==> src/rtl/uart_io_pkg.sv <==
// uart_io_pkg: shared constants and types for the UART IO-port peripheral.
//   - Port IDs decoded on the processor IO bus.
//   - Status byte encodings returned by the read mux.
//   - Line FSM state type shared by the TX and RX serial engines.
package uart_io_pkg;

  localparam logic [7:0] PORT_DATA    = 8'h01;  // write: TX byte, read: RX byte
  localparam logic [7:0] PORT_RX_STAT = 8'h02;  // RX data present
  localparam logic [7:0] PORT_TX_STAT = 8'h03;  // TX FIFO full
  localparam logic [7:0] PORT_ERR     = 8'h04;  // {6'b0, framing, overrun}

  localparam logic [7:0] STAT_TRUE  = 8'hFF;
  localparam logic [7:0] STAT_FALSE = 8'h00;
  localparam logic [7:0] UNMAPPED   = 8'hFF;

  typedef enum logic [1:0] {
    IDLE  = 2'd0,
    START = 2'd1,
    DATA  = 2'd2,
    STOP  = 2'd3
  } uart_state_t;

endpackage

==> src/rtl/uart_io_port_fifo.sv <==
// uart_tx_fifo: circular byte FIFO feeding the UART transmitter.
// Ports:
//   clk, reset (sync, active-low)
//   push/din   : enqueue request; silently dropped when full (fullness is pre-edge,
//                so a same-cycle pop never makes room for the push)
//   pop        : dequeue request; ignored when empty
//   dout       : head entry, valid while !empty
//   full/empty : occupancy flags derived from the count register
module uart_tx_fifo #(
  parameter int DEPTH = 4
) (
  input  logic       clk,
  input  logic       reset,
  input  logic       push,
  input  logic [7:0] din,
  input  logic       pop,
  output logic [7:0] dout,
  output logic       full,
  output logic       empty
);

  localparam int AW = (DEPTH > 1) ? $clog2(DEPTH) : 1;
  localparam int CW = $clog2(DEPTH) + 1;
  localparam logic [CW-1:0] DEPTH_C = CW'(DEPTH);
  localparam logic [CW-1:0] CNT_ONE = CW'(1);
  localparam logic [AW-1:0] PTR_ONE = AW'(1);

  logic [7:0]    mem_r [DEPTH];
  logic [AW-1:0] wr_ptr_r;
  logic [AW-1:0] rd_ptr_r;
  logic [CW-1:0] count_r;
  logic          push_ok_s;
  logic          pop_ok_s;

  assign full      = (count_r == DEPTH_C);
  assign empty     = (count_r == {CW{1'b0}});
  assign push_ok_s = push & ~full;
  assign pop_ok_s  = pop & ~empty;
  assign dout      = mem_r[rd_ptr_r];

  // Storage write; data needs no reset because empty gates every read.
  always_ff @(posedge clk) begin
    if (push_ok_s) begin
      mem_r[wr_ptr_r] <= din;
    end
  end

  // Pointers wrap naturally because DEPTH is a power of two.
  always_ff @(posedge clk) begin
    if (!reset) begin
      wr_ptr_r <= {AW{1'b0}};
      rd_ptr_r <= {AW{1'b0}};
      count_r  <= {CW{1'b0}};
    end else begin
      if (push_ok_s) begin
        wr_ptr_r <= wr_ptr_r + PTR_ONE;
      end
      if (pop_ok_s) begin
        rd_ptr_r <= rd_ptr_r + PTR_ONE;
      end
      case ({push_ok_s, pop_ok_s})
        2'b10:   count_r <= count_r + CNT_ONE;
        2'b01:   count_r <= count_r - CNT_ONE;
        default: count_r <= count_r;
      endcase
    end
  end

endmodule

==> src/rtl/uart_io_port.sv <==
// uart_io_port: 8N1 UART on the processor IO port bus.
// Ports:
//   clk100          : system clock, rising edge
//   reset           : synchronous, active-low
//   IO_port_ID      : port address (01 data, 02 RX status, 03 TX full, 04 errors)
//   IO_write_data   : write data, IO_write_strobe qualifies it
//   IO_read_strobe  : read qualifier; reads of 01/04 clear rx_valid / error flags
//   IO_read_data    : combinational read mux, 8'h00 while no read strobe
//   uart_rxd        : asynchronous serial input
//   uart_txd        : serial output, idle high, driven from a flop
module uart_io_port #(
  parameter int CLK_HZ   = 100_000_000,
  parameter int BAUD     = 115200,
  parameter int TX_DEPTH = 4
) (
  input  logic       clk100,
  input  logic       reset,
  input  logic [7:0] IO_port_ID,
  input  logic [7:0] IO_write_data,
  input  logic       IO_write_strobe,
  input  logic       IO_read_strobe,
  output logic [7:0] IO_read_data,
  input  logic       uart_rxd,
  output logic       uart_txd
);

  import uart_io_pkg::*;

  localparam int DIV = CLK_HZ / BAUD;
  localparam int CW  = $clog2(DIV) + 1;
  localparam logic [CW-1:0] BIT_LAST  = CW'(DIV - 1);
  localparam logic [CW-1:0] HALF_LAST = CW'(DIV / 2 - 1);
  localparam logic [CW-1:0] CNT_ZERO  = {CW{1'b0}};
  localparam logic [CW-1:0] CNT_ONE   = CW'(1);

  logic       wr_data_s;
  logic       rd_data_s;
  logic       rd_err_s;
  logic       fifo_full_s;
  logic       fifo_empty_s;
  logic [7:0] fifo_dout_s;

  assign wr_data_s = IO_write_strobe & (IO_port_ID == PORT_DATA);
  assign rd_data_s = IO_read_strobe & (IO_port_ID == PORT_DATA);
  assign rd_err_s  = IO_read_strobe & (IO_port_ID == PORT_ERR);

  // ---------------------------------------------------------------- TX path
  uart_state_t tx_state_r, tx_state_s;
  logic [CW-1:0] tx_cnt_r, tx_cnt_s;
  logic [2:0]    tx_idx_r, tx_idx_s;
  logic [7:0]    tx_shift_r, tx_shift_s;
  logic          tx_line_r, tx_line_s;
  logic          tx_pop_s;

  uart_tx_fifo #(.DEPTH(TX_DEPTH)) u_fifo (
    .clk   (clk100),
    .reset (reset),
    .push  (wr_data_s),
    .din   (IO_write_data),
    .pop   (tx_pop_s),
    .dout  (fifo_dout_s),
    .full  (fifo_full_s),
    .empty (fifo_empty_s)
  );

  // TX next-state: the shifter's bit0 is always the bit currently on the line.
  always_comb begin
    tx_state_s = tx_state_r;
    tx_cnt_s   = tx_cnt_r;
    tx_idx_s   = tx_idx_r;
    tx_shift_s = tx_shift_r;
    tx_line_s  = tx_line_r;
    tx_pop_s   = 1'b0;
    case (tx_state_r)
      IDLE: begin
        tx_line_s = 1'b1;
        if (!fifo_empty_s) begin
          tx_pop_s   = 1'b1;
          tx_shift_s = fifo_dout_s;
          tx_cnt_s   = BIT_LAST;
          tx_idx_s   = 3'd0;
          tx_line_s  = 1'b0;
          tx_state_s = START;
        end else begin
          tx_state_s = IDLE;
        end
      end
      START: begin
        if (tx_cnt_r == CNT_ZERO) begin
          tx_cnt_s   = BIT_LAST;
          tx_line_s  = tx_shift_r[0];
          tx_state_s = DATA;
        end else begin
          tx_cnt_s = tx_cnt_r - CNT_ONE;
        end
      end
      DATA: begin
        if (tx_cnt_r == CNT_ZERO) begin
          tx_cnt_s = BIT_LAST;
          if (tx_idx_r == 3'd7) begin
            tx_line_s  = 1'b1;
            tx_state_s = STOP;
          end else begin
            tx_idx_s   = tx_idx_r + 3'd1;
            tx_line_s  = tx_shift_r[1];
            tx_shift_s = {1'b0, tx_shift_r[7:1]};
          end
        end else begin
          tx_cnt_s = tx_cnt_r - CNT_ONE;
        end
      end
      STOP: begin
        // Returning through IDLE costs one cycle: next start is DIV+1 after stop start.
        if (tx_cnt_r == CNT_ZERO) begin
          tx_state_s = IDLE;
        end else begin
          tx_cnt_s = tx_cnt_r - CNT_ONE;
        end
      end
      default: begin
        tx_state_s = IDLE;
        tx_line_s  = 1'b1;
      end
    endcase
  end

  // TX state register; reset abandons any frame and returns the line high.
  always_ff @(posedge clk100) begin
    if (!reset) begin
      tx_state_r <= IDLE;
      tx_cnt_r   <= CNT_ZERO;
      tx_idx_r   <= 3'd0;
      tx_shift_r <= 8'h00;
      tx_line_r  <= 1'b1;
    end else begin
      tx_state_r <= tx_state_s;
      tx_cnt_r   <= tx_cnt_s;
      tx_idx_r   <= tx_idx_s;
      tx_shift_r <= tx_shift_s;
      tx_line_r  <= tx_line_s;
    end
  end

  assign uart_txd = tx_line_r;

  // ---------------------------------------------------------------- RX path
  logic rx_sync1_r, rx_sync2_r;
  uart_state_t rx_state_r, rx_state_s;
  logic [CW-1:0] rx_cnt_r, rx_cnt_s;
  logic [2:0]    rx_idx_r, rx_idx_s;
  logic [7:0]    rx_shift_r, rx_shift_s;
  logic          rx_done_s;
  logic          rx_stop_s;
  logic [7:0]    rx_byte_r;
  logic          rx_valid_r;
  logic          overrun_r;
  logic          framing_r;
  logic          rx_load_s;
  logic          ovr_set_s;
  logic          frm_set_s;

  // Two-flop synchroniser for the asynchronous line; idles high.
  always_ff @(posedge clk100) begin
    if (!reset) begin
      rx_sync1_r <= 1'b1;
      rx_sync2_r <= 1'b1;
    end else begin
      rx_sync1_r <= uart_rxd;
      rx_sync2_r <= rx_sync1_r;
    end
  end

  // RX next-state: half-bit wait lands later samples mid-bit; data shifts in LSB first.
  always_comb begin
    rx_state_s = rx_state_r;
    rx_cnt_s   = rx_cnt_r;
    rx_idx_s   = rx_idx_r;
    rx_shift_s = rx_shift_r;
    rx_done_s  = 1'b0;
    rx_stop_s  = 1'b0;
    case (rx_state_r)
      IDLE: begin
        if (!rx_sync2_r) begin
          rx_cnt_s   = HALF_LAST;
          rx_state_s = START;
        end else begin
          rx_state_s = IDLE;
        end
      end
      START: begin
        if (rx_cnt_r == CNT_ZERO) begin
          if (rx_sync2_r) begin
            rx_state_s = IDLE;
          end else begin
            rx_cnt_s   = BIT_LAST;
            rx_idx_s   = 3'd0;
            rx_state_s = DATA;
          end
        end else begin
          rx_cnt_s = rx_cnt_r - CNT_ONE;
        end
      end
      DATA: begin
        if (rx_cnt_r == CNT_ZERO) begin
          rx_shift_s = {rx_sync2_r, rx_shift_r[7:1]};
          rx_cnt_s   = BIT_LAST;
          if (rx_idx_r == 3'd7) begin
            rx_state_s = STOP;
          end else begin
            rx_idx_s = rx_idx_r + 3'd1;
          end
        end else begin
          rx_cnt_s = rx_cnt_r - CNT_ONE;
        end
      end
      STOP: begin
        if (rx_cnt_r == CNT_ZERO) begin
          rx_done_s  = 1'b1;
          rx_stop_s  = rx_sync2_r;
          rx_state_s = IDLE;
        end else begin
          rx_cnt_s = rx_cnt_r - CNT_ONE;
        end
      end
      default: begin
        rx_state_s = IDLE;
      end
    endcase
  end

  // RX state register.
  always_ff @(posedge clk100) begin
    if (!reset) begin
      rx_state_r <= IDLE;
      rx_cnt_r   <= CNT_ZERO;
      rx_idx_r   <= 3'd0;
      rx_shift_r <= 8'h00;
    end else begin
      rx_state_r <= rx_state_s;
      rx_cnt_r   <= rx_cnt_s;
      rx_idx_r   <= rx_idx_s;
      rx_shift_r <= rx_shift_s;
    end
  end

  // A port-01 read in the completion cycle frees the holding register in time.
  assign rx_load_s = rx_done_s & rx_stop_s & (~rx_valid_r | rd_data_s);
  assign ovr_set_s = rx_done_s & rx_stop_s & rx_valid_r & ~rd_data_s;
  assign frm_set_s = rx_done_s & ~rx_stop_s;

  // Holding register and sticky flags; set events win over clear-on-read.
  always_ff @(posedge clk100) begin
    if (!reset) begin
      rx_byte_r  <= 8'h00;
      rx_valid_r <= 1'b0;
      overrun_r  <= 1'b0;
      framing_r  <= 1'b0;
    end else begin
      if (rx_load_s) begin
        rx_byte_r  <= rx_shift_r;
        rx_valid_r <= 1'b1;
      end else if (rd_data_s) begin
        rx_valid_r <= 1'b0;
      end else begin
        rx_valid_r <= rx_valid_r;
      end
      if (ovr_set_s) begin
        overrun_r <= 1'b1;
      end else if (rd_err_s) begin
        overrun_r <= 1'b0;
      end else begin
        overrun_r <= overrun_r;
      end
      if (frm_set_s) begin
        framing_r <= 1'b1;
      end else if (rd_err_s) begin
        framing_r <= 1'b0;
      end else begin
        framing_r <= framing_r;
      end
    end
  end

  // Read mux.
  always_comb begin
    IO_read_data = STAT_FALSE;
    if (IO_read_strobe) begin
      case (IO_port_ID)
        PORT_DATA:    IO_read_data = rx_valid_r ? rx_byte_r : STAT_FALSE;
        PORT_RX_STAT: IO_read_data = rx_valid_r ? STAT_TRUE : STAT_FALSE;
        PORT_TX_STAT: IO_read_data = fifo_full_s ? STAT_TRUE : STAT_FALSE;
        PORT_ERR:     IO_read_data = {6'b000000, framing_r, overrun_r};
        default:      IO_read_data = UNMAPPED;
      endcase
    end else begin
      IO_read_data = STAT_FALSE;
    end
  end

endmodule

==> config.mk <==
export PLATFORM = sky130hd
export DESIGN_NAME = uart_io_port
export DESIGN_NICKNAME = d
export VERILOG_FILES = /design/src/rtl/uart_io_pkg.sv /design/src/rtl/uart_io_port_fifo.sv /design/src/rtl/uart_io_port.sv
export SDC_FILE = /design/constraint.sdc
export NUM_CORES = 1
export LEC_CHECK = 0
export CAP_MARGIN = 30
export CORE_MARGIN = 1
export CORE_UTILIZATION = 55
export CTS_CLUSTER_DIAMETER = 40
export DETAILED_ROUTE_END_ITERATION = 10
export GPL_TIMING_DRIVEN = 0
export HOLD_SLACK_MARGIN = 0.05
export PLACE_DENSITY = 0.75
export SYNTH_ARGS = -nofsm -noshare
export SYNTH_HDL_FRONTEND = slang
export SYNTH_SLANG_ARGS = --single-unit
==> constraint.sdc <==
create_clock -name clk100 -period 3.3 [get_ports clk100]
set_input_delay 0.495 -clock clk100 [delete_from_list [all_inputs] [get_ports clk100]]
set_output_delay 0.495 -clock clk100 [all_outputs]
set_load 0.03 [all_outputs]
=== Word level (Yosys, flattened, before mapping) ===
Memories as Yosys holds them, arrays and structs flattened. A register that Yosys moved wholly into a read port is not among the register bits.
Index checks and enable logic that the tools add are counted.

* Add/subtract/negate cells: 8
* Multipliers: 0
* Div/mod/pow operators: 0
* Order comparisons: 0
* Eq/ne operators: 31
* Shift operators: 0
* Muxes and demuxes: 62
* Bitwise gates (word level): 16
* Reduce and logical (&&, ||, !) cells: 21

{| class="wikitable"
|+ Operator list
! cell !! count
|-
| $mux 11 || 8
|-
| $mux 8 || 7
|-
| $pmux 11 s4 || 1
|-
| $pmux 11 s3 || 1
|-
| $pmux 8 s4 || 1
|-
| $ne 2x2->1 const B || 15
|-
| $logic_not 11->1 || 2
|-
| $mux 2 || 11
|-
| $sub 11x1->11 const B || 2
|-
| $mux 3 || 7
|-
| $mux 1 || 19
|-
| $pmux 3 s2 || 3
|-
| $eq 8x2->1 const B || 2
|-
| $pmux 2 s4 || 2
|-
| $pmux 8 s2 || 1
|-
| $reduce_and 4->1 || 3
|-
| $reduce_bool 2->1 || 6
|-
| $and 1x1->1 || 10
|-
| $eq 2x2->1 const B || 5
|-
| $add 3x1->3 const B || 3
|-
| $eq 3x3->1 const B || 3
|-
| $eq 8x1->1 const B || 1
|-
| $eq 8x3->1 const B || 1
|-
| $eq 2x1->1 const B || 3
|-
| other kinds (13) || 21
|}

* Register bits: 69
* Latch bits: 0
* Bits in writable memories: 32
* Bits in read-only memories: 0
* Input port bits: 21
* Output and inout bits: 9
* Logic and storage cells: 157
* Memories kept: 1

{| class="wikitable"
|+ Memory list
! name !! depth !! width !! rd ports !! clocked after Yosys merged registers in !! write ports !! RTL line !! source
|-
| u_fifo.mem_r || 4 || 8 || 1 || 1 || 1 || uart_io_port_fifo.sv:28 || <nowiki>logic [7:0] mem_r [DEPTH];</nowiki>
|}

=== Logic depth before layout (Yosys ltp) ===
Gate-level depths: netlist of run 1.

* Depth after elaboration: 7
* Gate-level depth with buffers: 11
* Depth with buffers taken out: 10

=== By module ===
Synthesis of run 1 repeated with hierarchy kept, for this count alone.

* Cell total of the unflattened synthesis: 538
* Area, all modules: 5,367.6 um^2

{| class="wikitable"
|+ Modules (own cells, without submodules)
! module !! times used !! cells an instance !! area each (um^2) !! sequential area each (um^2)
|-
| uart_io_port || 1 || 442 || 3,723.6 || 1,241.2
|-
| uart_tx_fifo || 1 || 96 || 1,644.1 || 1,141.1
|}

=== Worst setup path after synthesis of run 1 ===
No wires, ideal clock.

* Path kind: input to output
* Start point: input port IO_port_ID[5]
* End point: output port IO_read_data[0]
* Arrival time: 2.225 ns
* Required time: 2.805 ns
* Setup slack: 0.580 ns
* Stages on the path: 6
* Path buffers: 1
* Cells stage by stage: or4_4 -> nor3_1 -> and2_1 -> clkbuf_1 -> a22oi_1 -> a21oi_1

* Longest elaborated chain between the ends: 3

{| class="wikitable"
|+ RTL lines
! item !! RTL line !! source
|-
| from (decl) || uart_io_port.sv:18 || <nowiki>input logic [7:0] IO_port_ID,</nowiki>
|-
| $eq 8x3->1 (tied with other cells) || uart_io_port.sv:288 || <nowiki>case (IO_port_ID)</nowiki>
|-
| $pmux 8 s4 * || uart_io_port.sv:288 ||
|-
| $mux 8 * || uart_io_port.sv:287 || <nowiki>if (IO_read_strobe) begin</nowiki>
|-
| to (decl) || uart_io_port.sv:22 || <nowiki>output logic [7:0] IO_read_data,</nowiki>
|}

Every way passes the cells marked *; elsewhere a longest branch is shown, timed or not.

=== Worst setup path after layout of run 1 ===
* Start point: input port IO_port_ID[0]
* End point: output port IO_read_data[3]

The elaborated chain is that of the path after synthesis.

==> summary.txt, run 1 <==
Worst Setup EP -> IO_read_data[3]
Ys flop type -> dfxtp_1
Post-synth EDFFs -> 32
Critical path fanouts, max -> 8
Reg-to-Reg Start -> tx_state_r[1]
Largest net degree at the start of global routing -> 23
Via count of the first global-routing pass -> 3777
TNS Setup -> 0 ns
Slew Limit Fails -> 0
Hold path startpoint -> rx_sync1_r
R2R depth -> 7
Fin crit share -> 0.943
Final hold violation count -> 0
FMAX -> 321 MHz
Mux cell area share after synthesis -> 0.0741
CTS sink cnt -> 103
Post-layout net count -> 587
Cell Area, Synth -> 5000 sq um
Via count -> 3917
Worst-Skew Late Latency -> 0.39 ns
Worst relative slew slack -> 0.287
Clock skew -> 0.0160 ns
Final Wtd Congestion -> 0.885
Commonest non-fill, non-tap cells in the layout -> dfxtp_1 (71), nor2_1 (63), nand2_1 (37)
Placed inst area -> 5410 sq um
Syn Area/Cell -> 9.92 sq um
DRT iter0 DRCs -> 221
Async set-reset flop share out of synthesis -> 0
Antenna violations before repair -> 0
Clock buffer depth -> 2
Crit. End Element -> output pin
Worst setup startpoint -> IO_port_ID[0]
Cell Rows -> 34
Non-filler cells in the finished layout -> 655
Die footprint -> 9470 sq um
Global route total overflow -> 0
Max rail drop VDD -> 0.311 mV
Yosys reg bits -> 103
Post-Synth Adder-Cell Area -> 0.0616
Routed Wire Length -> 10800 um
CTS tree -> done
Place WS -> -0.390 ns
Routed len/inst -> 16.5 um
Arrival @ worst endpoint -> 2.62 ns
Largest family of logic cells by synthesized area -> simple AND/OR/NAND/NOR gates
RR Endpoint -> tx_cnt_r[8]
Worst hold margin -> 0.423 ns
Crit Path Class -> in -> out
Busiest grt layer -> met2
Remaining antenna violation count -> 0
Finished Cell Area -> 5610 sq um
Reg2reg setup slack -> 0.69 ns
DRC viols -> 0
Placed cells -> 640
Pwr/cell area -> 604 nW/um^2
Total CTS buffers -> 9
Worst-path clk slew -> 0.11 ns
Final WS setup -> 0.189 ns
H-tree Lvls -> 3
Initial Util -> 0.570
HPWL Detailed -> 7450 um
Outcome -> completed
Die H -> 97.3 um
I/O pin count -> 30
RSZ-0062 raised after global routing -> false
First-pass GRT wire length -> 18000 um
Syn-to-layout area delta -> 12.2%
Distinct cells, synth -> 64
Setup repair bufs after CTS -> 0
Core footprint -> 8760 sq um
Worst EP required -> 2.80 ns
Share of cells above drive strength 1 -> 0.0932
Min Tclk post-route -> 3.11 ns
Root Buffer -> clkbuf_8
Leading cell type in the layout, fill and taps excluded -> dfxtp_1
Vias/cell -> 5.98
Setup Viol. Count Final -> 0
Synth Area in Compound Gates -> 0.145
Buffers added on ports -> 28
Met1 Track Usage GR -> 0.301
Pre-antenna DRT Iters -> 4
Sequential area share after synthesis -> 0.477
Met2 Usage GRT -> 0.398
Synth Area in Simple Gates -> 0.187
Syn Inst Count -> 504
Syn Nets -> 549
# diodes -> 0
Slew @ Worst Pin -> 1.06 ns
Total track usage -> 0.236
Synth warn -> 0
Hold crit path type -> reg -> reg
GRT met3 Usage -> 0.0540
Type of element launching the critical path -> input pin
Leakage -> 1.99 nW
Max cap viols -> 0
Die X -> 97.3 um
Post-Synth XOR/XNOR Area -> 0.0193
[cells by family after synthesis]
| family | count (synthesis) |
|---|---|
| xor gates and xnor gates | 11 |
| adders and majority gates | 24 |
| and+or+nand+nor | 182 |
| muxes | 27 |
| AOI/OAI and AO/OA | 112 |
| buffers and inverters | 45 |
| DFF | 103 |
[registers in the layout, summed over array words and instances (netlist names), named ones only]
name,count
rx_byte_r,8
u_fifo.mem_r,32
u_fifo.wr_ptr_r,2
uart_txd,1
framing_r,1
u_fifo.rd_ptr_r,2
overrun_r,1
rx_sync1_r,1
u_fifo.count_r,3
tx_idx_r,3
tx_shift_r,8
rx_shift_r,8
rx_sync2_r,1
rx_valid_r,1
tx_state_r,2
rx_cnt_r,11
tx_cnt_r,11
rx_idx_r,3
rx_state_r,1
[through the flow]
| stage | power, mW | util |
|---|---|---|
| after floorplan | 2.31 | - |
| after global placement | 2.52 | 0.618 |
| after detailed placement | 2.57 | 0.618 |
| after CTS | 3.40 | 0.643 |
| after global routing | 3.59 | 0.640 |
| final | 3.39 | 0.640 |
[cell usage after synthesis, types with 9 or more instances]
library cell	count	area, sq um
dfxtp_1	71	1420
nor2_1	63	236
nand2_1	37	139
a21oi_1	36	180
edfxtp_1	32	961
ha_1	23	288
inv_1	22	82.6
o21ai_0	21	105
nand3_1	20	100
mux2i_1	19	190
clkbuf_1	16	60.1
a211oi_1	10	75.1
nor3_1	9	45.0
[timing repair]
action,CTS,global route
hold buffers,0,0
endpoints found under the setup margin,8,8
resized for setup,11,15
[worst min-delay path by stage]
stage	to	slack [ns]	depth (start not counted)
floorplan	rx_sync2_r	0.39	1
detailed placement	rx_sync2_r	0.39	1
CTS	rx_sync2_r	0.43	1
global placement	rx_sync2_r	0.40	1
global route	rx_sync2_r	0.47	1
finish	rx_sync2_r	0.42	1
[metal layers]
metal  wire, um  vias to the layer above
li1           -                     1908
met5          0                        -
met3        490                       14
met4        155                        0
met2       5300                       93
met1       4860                     1902
[final cells by class]
class,count,area [sq um]
Buffer,21,88.8
Sequential cell,103,2380
Multi-Input combinational cell,356,2450
Fill cell,746,3150
Clock inverter,7,98.8
Inverter,23,86.3
Tap cell,108,135
Timing Repair Buffer,28,245
Clock buffer,9,124
[critical path: stages]
cell	delay, ns
clkdlybuf4s50_1	0.56
or3b_2	0.49
nor3_1	0.18
and2_2	0.29
nand2_1	0.08
a21oi_1	0.14
clkdlybuf4s15_1	0.39
[power breakdown]
part / switching, mW / internal [mW]
Sequential: 0.0735 / 1.39
Combinational: 0.663 / 0.424
Clock: 0.529 / 0.311
Total: 1.27 / 2.12
No activity file was read; power rests on OpenSTA's default activity.
==> inputs of run 2 (changes only) <==
--- a/config.mk
+++ b/config.mk
@@ -6,7 +6,7 @@
 export NUM_CORES = 1
 export LEC_CHECK = 0
 export CAP_MARGIN = 30
-export CORE_MARGIN = 1
+export CORE_ASPECT_RATIO = 0.5
 export CORE_UTILIZATION = 55
 export CTS_CLUSTER_DIAMETER = 40
 export DETAILED_ROUTE_END_ITERATION = 10
==> summary.txt, run 2 (synthesized netlist as in run 1, its figures left out) <==
Outcome -> finished, violations left
Failing checks -> DRC
Worst setup startpoint -> IO_port_ID[5]
Non-filler cells in the finished layout -> 664 (+1.4%)
Largest register FFs -> 32 (unchanged)
Fin crit share -> 0.938 (-0.00435)
H-tree Lvls -> 3 (unchanged)
FMAX -> 323 MHz (+0.46%)
Post-layout net count -> 587 (unchanged)
Total track usage -> 0.235 (-0.000970)
Commonest non-fill, non-tap cells in the layout -> dfxtp_1 (71), nor2_1 (63), nand2_1 (37)
DRC viols -> 2 (+2)
Power Total -> 3.58 mW (+5.7%)
Critical path fanouts, max -> 8 (unchanged)
Crit. End Element -> output pin
TNS Setup -> 0 ns (unchanged)
Max cap viols -> 0 (unchanged)
Final hold violation count -> 0 (unchanged)
Worst Hold Depth -> 1 (unchanged)
Post-CTS Resized -> 11 (unchanged)
Global route total overflow -> 0 (unchanged)
Final Core Density -> 0.651 (+0.0109)
Syn-to-layout area delta -> 14.2%
Power share of the combinational group -> 0.302 (-0.019)
Share of cells above drive strength 1 -> 0.0823 (-0.0110)
# diodes -> 0 (unchanged)
Die footprint -> 9490 sq um (+0.24%)
Arrival @ worst endpoint -> 2.60 ns (-0.02 ns)
Min Tclk post-route -> 3.10 ns (-0.0143 ns)
Worst-Skew Late Latency -> 0.35 ns (-0.04 ns)
Initial Util -> 0.570 (about the same)
CTS tree -> done
Placed cells -> 649 (+1.4%)
Pre-antenna DRT Iters -> 8 (+4)
Via count of the first global-routing pass -> 3657 (-3.2%)
Largest net degree at the start of global routing -> 19 (-17%)
Die X -> 137 um (+41%)
Core footprint -> 8770 sq um (about the same)
CTS sink cnt -> 103 (unchanged)
Largest Register -> u_fifo.mem_r
Clock buffer depth -> 2 (unchanged)
Antenna violations before repair -> 0 (unchanged)
Slowest stage delay, CP -> 0.56 ns (about the same)
Buffers added on ports -> 28 (unchanged)
Pwr/cell area -> 627 nW/um^2 (+3.9%)
Via count -> 3850 (-1.7%)
Slowest stage cell on the critical path -> or4_4
Reg-to-Reg Start -> tx_state_r[0]
Setup repair bufs after CTS -> 0 (unchanged)
Cell Rows -> 24 (-29%)
Leakage -> 2.02 nW (+1.7%)
Max rail drop VDD -> 0.364 mV (+17%)
Slew @ Worst Pin -> 1.01 ns (-0.0421 ns)
Sw Pwr -> 1.23 mW (-3.2%)
R2R depth -> 7 (unchanged)
RSZ-0062 raised after global routing -> false
Hold crit path type -> reg -> reg
Crit path cell chain -> clkdlybuf4s50_1 > or4_4 > nor3_1 > and2_2 > nand2_1 > a21oi_1 > dlygate4sd2_1
Slew Limit Fails -> 0 (unchanged)
Root Buffer -> clkbuf_16
Routed Wire Length -> 10200 um (-5.9%)
Clk pwr share -> 0.290 (+0.042)
Leading cell type in the layout, fill and taps excluded -> dfxtp_1
Type of element launching the critical path -> input pin
Routed len/inst -> 15.3 um (-7.2%)
Hold buffer count at cts -> 0 (unchanged)
First-pass GRT wire length -> 17400 um (-3.4%)
Sw Ratio -> 0.342 (-0.0313)
Setup Viol. Count Final -> 0 (unchanged)
DRT iter0 DRCs -> 196 (-11%)
Worst EP required -> 2.80 ns (about the same)
Total CTS buffers -> 9 (unchanged)
Int Pwr -> 2.36 mW (+11%)
Worst-path clk slew -> 0.06 ns (-0.05 ns)
Worst relative slew slack -> 0.315 (+0.0285)
Die H -> 69.4 um (-29%)
Share of power burned in registers -> 0.408 (-0.023)
Top flop regs -> u_fifo.mem_r x32, rx_cnt_r x11, tx_cnt_r x11
Clock skew -> 0.00887 ns (-0.00718 ns)
Hold path startpoint -> rx_sync1_r
Vias/cell -> 5.80 (-3.0%)
Final Wtd Congestion -> 0.895 (+1.2%)
Crit Path Class -> in -> out
Fill count -> 729 (-2.3%)
Remaining antenna violation count -> 0 (unchanged)
I/O pin count -> 30 (unchanged)
HPWL Detailed -> 7180 um (-3.6%)
[run 2: cell types whose count changed in the layout (fill, tap and decap cells not counted), sizes merged]
cell,delta
clkbuf,-5
dlygate4sd2,+6
clkinv,-4
clkinvlp,+3
[run 2: path summary, 6_finish.rpt]
kind / to / slack [ns]
max: IO_read_data[6] / 0.20
min: rx_sync2_r / 0.41
max reg2reg: tx_cnt_r[8] / 0.71
min reg2reg: rx_sync2_r / 0.41
[run 2: final cells by class]
class                           instances  area (sq um)  area share
Inverter                               23          86.3      0.0151
Multi-Input combinational cell        356          2440       0.428
Clock inverter                          6          53.8     0.00943
Tap cell                              117           146      0.0256
Buffer                                 21          88.8      0.0156
Timing Repair Buffer                   28           269      0.0471
Clock buffer                           10           239      0.0419
Sequential cell                       103          2380       0.417
[run 2: stage by stage]
| stage | cell area (sq um) | setup WS (ns) | hold slack, ns |
|---|---|---|---|
| after floorplan | 5000 | 0.580 | 0.386 |
| after global placement | 5420 | -0.320 | 0.390 |
| after detailed placement | 5420 | -0.315 | 0.403 |
| after CTS | 5710 | 0.000738 | 0.417 |
| after global routing | 5710 | 0.0510 | 0.447 |
| final | 5710 | 0.203 | 0.414 |
[run 2: worst max-delay path, delay by kind of cell]
family,cells,cell delay [ns]
and+or+nand+nor,4,1.16
buffers and inverters,2,0.81
AOI/OAI and AO/OA,1,0.14
[run 2: power groups by stage]
stage	clock (mW)	sequential (mW)	combinational, mW
final	1.04	1.46	1.08
after CTS	1.06	1.46	1.08
after global placement	0	1.49	1.05
after global routing	1.11	1.47	1.19
after detailed placement	0	1.49	1.07
after floorplan	0	1.47	0.832
[run 2: metal layers]
| metal | share of wire | GRT usage | up-vias |
|---|---|---|---|
| li1 | - | - | 1913 |
| met1 | 0.50 | 0.322 | 1856 |
| met2 | 0.45 | 0.363 | 66 |
| met3 | 0.035 | 0.0534 | 15 |
| met4 | 0.015 | 0.0891 | 0 |
| met5 | 0 | 0 | - |
==> inputs of run 3 (changes only) <==
--- a/config.mk
+++ b/config.mk
@@ -6,13 +6,13 @@
 export NUM_CORES = 1
 export LEC_CHECK = 0
 export CAP_MARGIN = 30
-export CORE_ASPECT_RATIO = 0.5
+export CORE_ASPECT_RATIO = 0.75
 export CORE_UTILIZATION = 55
 export CTS_CLUSTER_DIAMETER = 40
 export DETAILED_ROUTE_END_ITERATION = 10
 export GPL_TIMING_DRIVEN = 0
 export HOLD_SLACK_MARGIN = 0.05
-export PLACE_DENSITY = 0.75
+export PLACE_DENSITY = 0.74
 export SYNTH_ARGS = -nofsm -noshare
 export SYNTH_HDL_FRONTEND = slang
 export SYNTH_SLANG_ARGS = --single-unit
==> constraint.sdc (replaced) <==
create_clock -name clk100 -period 3.6 [get_ports clk100]
set_input_delay 0.54 -clock clk100 [delete_from_list [all_inputs] [get_ports clk100]]
set_output_delay 0.54 -clock clk100 [all_outputs]
set_load 0.03 [all_outputs]
==> summary.txt, run 3 (synthesized netlist as in run 1, its figures left out) <==
Outcome -> completed
CTS sink cnt -> 103 (unchanged)
Final hold violation count -> 0 (unchanged)
Reg2reg setup slack -> 1.01 ns (+0.30 ns)
Hold path startpoint -> rx_sync1_r
Largest Register -> u_fifo.mem_r
Total CTS buffers -> 9 (unchanged)
Top flop regs -> u_fifo.mem_r x32, rx_cnt_r x11, tx_cnt_r x11
Critical path fanouts, max -> 8 (unchanged)
Arrival @ worst endpoint -> 2.83 ns (+0.23 ns)
Min Tclk post-route -> 3.37 ns
Via count of the first global-routing pass -> 3775 (+3.2%)
Worst relative slew slack -> 0.301 (-0.0136)
Die X -> 112 um (-18%)
Place WS -> -0.203 ns (+0.112 ns)
Crit. End Element -> output pin
Hold crit path type -> reg -> reg
Slowest stage cell on the critical path -> or4_4
Leading cell type in the layout, fill and taps excluded -> dfxtp_1
# diodes -> 0 (unchanged)
Pre-antenna DRT Iters -> 5 (-3)
Largest net degree at the start of global routing -> 21 (+2)
Max rail drop VDD -> 0.279 mV (-23%)
Syn-to-layout area delta -> 14.7%
Max cap viols -> 0 (unchanged)
Type of element launching the critical path -> input pin
Setup repair bufs after CTS -> 0 (unchanged)
Buffers added on ports -> 28 (unchanged)
Vias/cell -> 5.98 (+3.1%)
Reg-to-Reg Start -> tx_state_r[0]
Final WS setup -> 0.234 ns (+0.0307 ns)
Pwr/cell area -> 591 nW/um^2 (-5.8%)
Final Core Density -> 0.664 (+0.0129)
Leakage -> 2.06 nW (+2.0%)
Routed Wire Length -> 11000 um (+7.7%)
Die H -> 84.6 um (+22%)
Initial Util -> 0.579 (+0.00875)
Placed cells -> 640 (-1.4%)
Fin crit share -> 0.935
First-pass GRT wire length -> 18500 um (+6.5%)
Cell Rows -> 29 (+21%)
TNS Setup -> 0 ns (unchanged)
Post-layout net count -> 587 (unchanged)
Met1 Track Usage GR -> 0.345 (+0.0226)
Clock buffer depth -> 2 (unchanged)
Crit path cell chain -> clkdlybuf4s50_1 > or4_4 > nor3_1 > and2_2 > a22oi_1 > a21oi_1 > dlygate4sd2_1
Remaining antenna violation count -> 0 (unchanged)
H-tree Lvls -> 3 (unchanged)
Via count -> 3916 (+1.7%)
Global route total overflow -> 0 (unchanged)
Share of cells above drive strength 1 -> 0.0786 (-0.00366)
Met2 Usage GRT -> 0.388 (+0.0253)
Placed inst area -> 5410 sq um (-0.21%)
Total track usage -> 0.248 (+0.0135)
Routed len/inst -> 16.7 um (+9.1%)
R2R depth -> 7 (unchanged)
Core footprint -> 8640 sq um (-1.5%)
Clock skew -> 0.00731 ns (-0.00156 ns)
Largest register FFs -> 32 (unchanged)
Worst-path clk slew -> 0.08 ns (+0.02 ns)
FMAX -> 297 MHz
Slowest stage delay, CP -> 0.57 ns (about the same)
Slew Limit Fails -> 0 (unchanged)
Non-filler cells in the finished layout -> 655 (-1.4%)
Die footprint -> 9480 sq um (-0.20%)
GRT met3 Usage -> 0.0578 (+0.00440)
Slew @ Worst Pin -> 1.03 ns (+0.0201 ns)
Hold Crit Endpoint -> rx_sync2_r
Hold buffer count at cts -> 0 (unchanged)
Busiest grt layer -> met2
Root Buffer -> clkbuf_16
Crit Path Class -> in -> out
DRC viols -> 0 (-2)
Worst Hold Depth -> 1 (unchanged)
HPWL Detailed -> 7680 um (+7.0%)
RR Endpoint -> tx_cnt_r[1]
CTS tree -> done
Worst-Skew Late Latency -> 0.35 ns (about the same)
Commonest non-fill, non-tap cells in the layout -> dfxtp_1 (71), nor2_1 (63), nand2_1 (37)
Finished Cell Area -> 5730 sq um (+0.44%)
Setup Viol. Count Final -> 0 (unchanged)
I/O pin count -> 30 (unchanged)
Worst EP required -> 3.06 ns (+0.26 ns)
Final Wtd Congestion -> 0.895 (about the same)
RSZ-0062 raised after global routing -> false
Antenna violations before repair -> 0 (unchanged)
DRT iter0 DRCs -> 377 (+92%)
==> run 3: what timing repair did <==
| item | CTS | global route |
|---|---|---|
| resized for setup | 7 | 3 |
| setup endpoints to repair | 8 | 3 |
| pin swaps | 0 | 0 |
==> run 3: worst max-delay path by stage <==
stage,start,depth (start not counted),to,slack [ns]
after floorplan,IO_port_ID[5],6,IO_read_data[0],0.79
after global placement,IO_port_ID[5],8,IO_read_data[0],-0.11
after detailed placement,IO_port_ID[5],8,IO_read_data[1],-0.20
after CTS,IO_port_ID[5],7,IO_read_data[2],0.02
after global routing,IO_port_ID[5],6,IO_read_data[1],0.06
final,IO_port_ID[5],7,IO_read_data[1],0.23
==> run 3: routing by layer <==
metal,vias up,share of wire
li1,1909,-
met1,1886,0.49
met2,106,0.45
met3,15,0.050
met4,0,0.014
met5,-,0
==> run 3: layout make-up <==
| cell class | instances | area, sq um |
|---|---|---|
| plain buffers | 21 | 88.8 |
| inverters | 23 | 86.3 |
| well taps | 108 | 135 |
| flip-flops and latches | 103 | 2380 |
| clock buffers | 9 | 225 |
| fillers | 686 | 2900 |
| repair buffers | 28 | 278 |
| multi-input cells | 356 | 2440 |
| clock inverters | 7 | 95.1 |
==> run 3: power by group <==
part	internal (mW)	switching, mW	leakage [nW]	total, mW
Clock	0.563	0.482	0.158	1.04
Combinational	0.389	0.615	1.04	1.00
Sequential	1.27	0.0693	0.863	1.34
==> run 3: stage by stage <==
step	total power [mW]	hold WS [ns]
CTS	3.39	0.459
global route	3.58	0.485
floorplan	2.11	0.386
finish	3.39	0.458
detailed placement	2.36	0.430
global placement	2.32	0.423
==> run 3: worst max-delay path: cells and delay by family <==
family | cells | cell delay, ns
AOI/OAI and AO/OA | 2 | 0.32
buffers and inverters | 2 | 0.86
and+or+nand+nor | 3 | 1.11
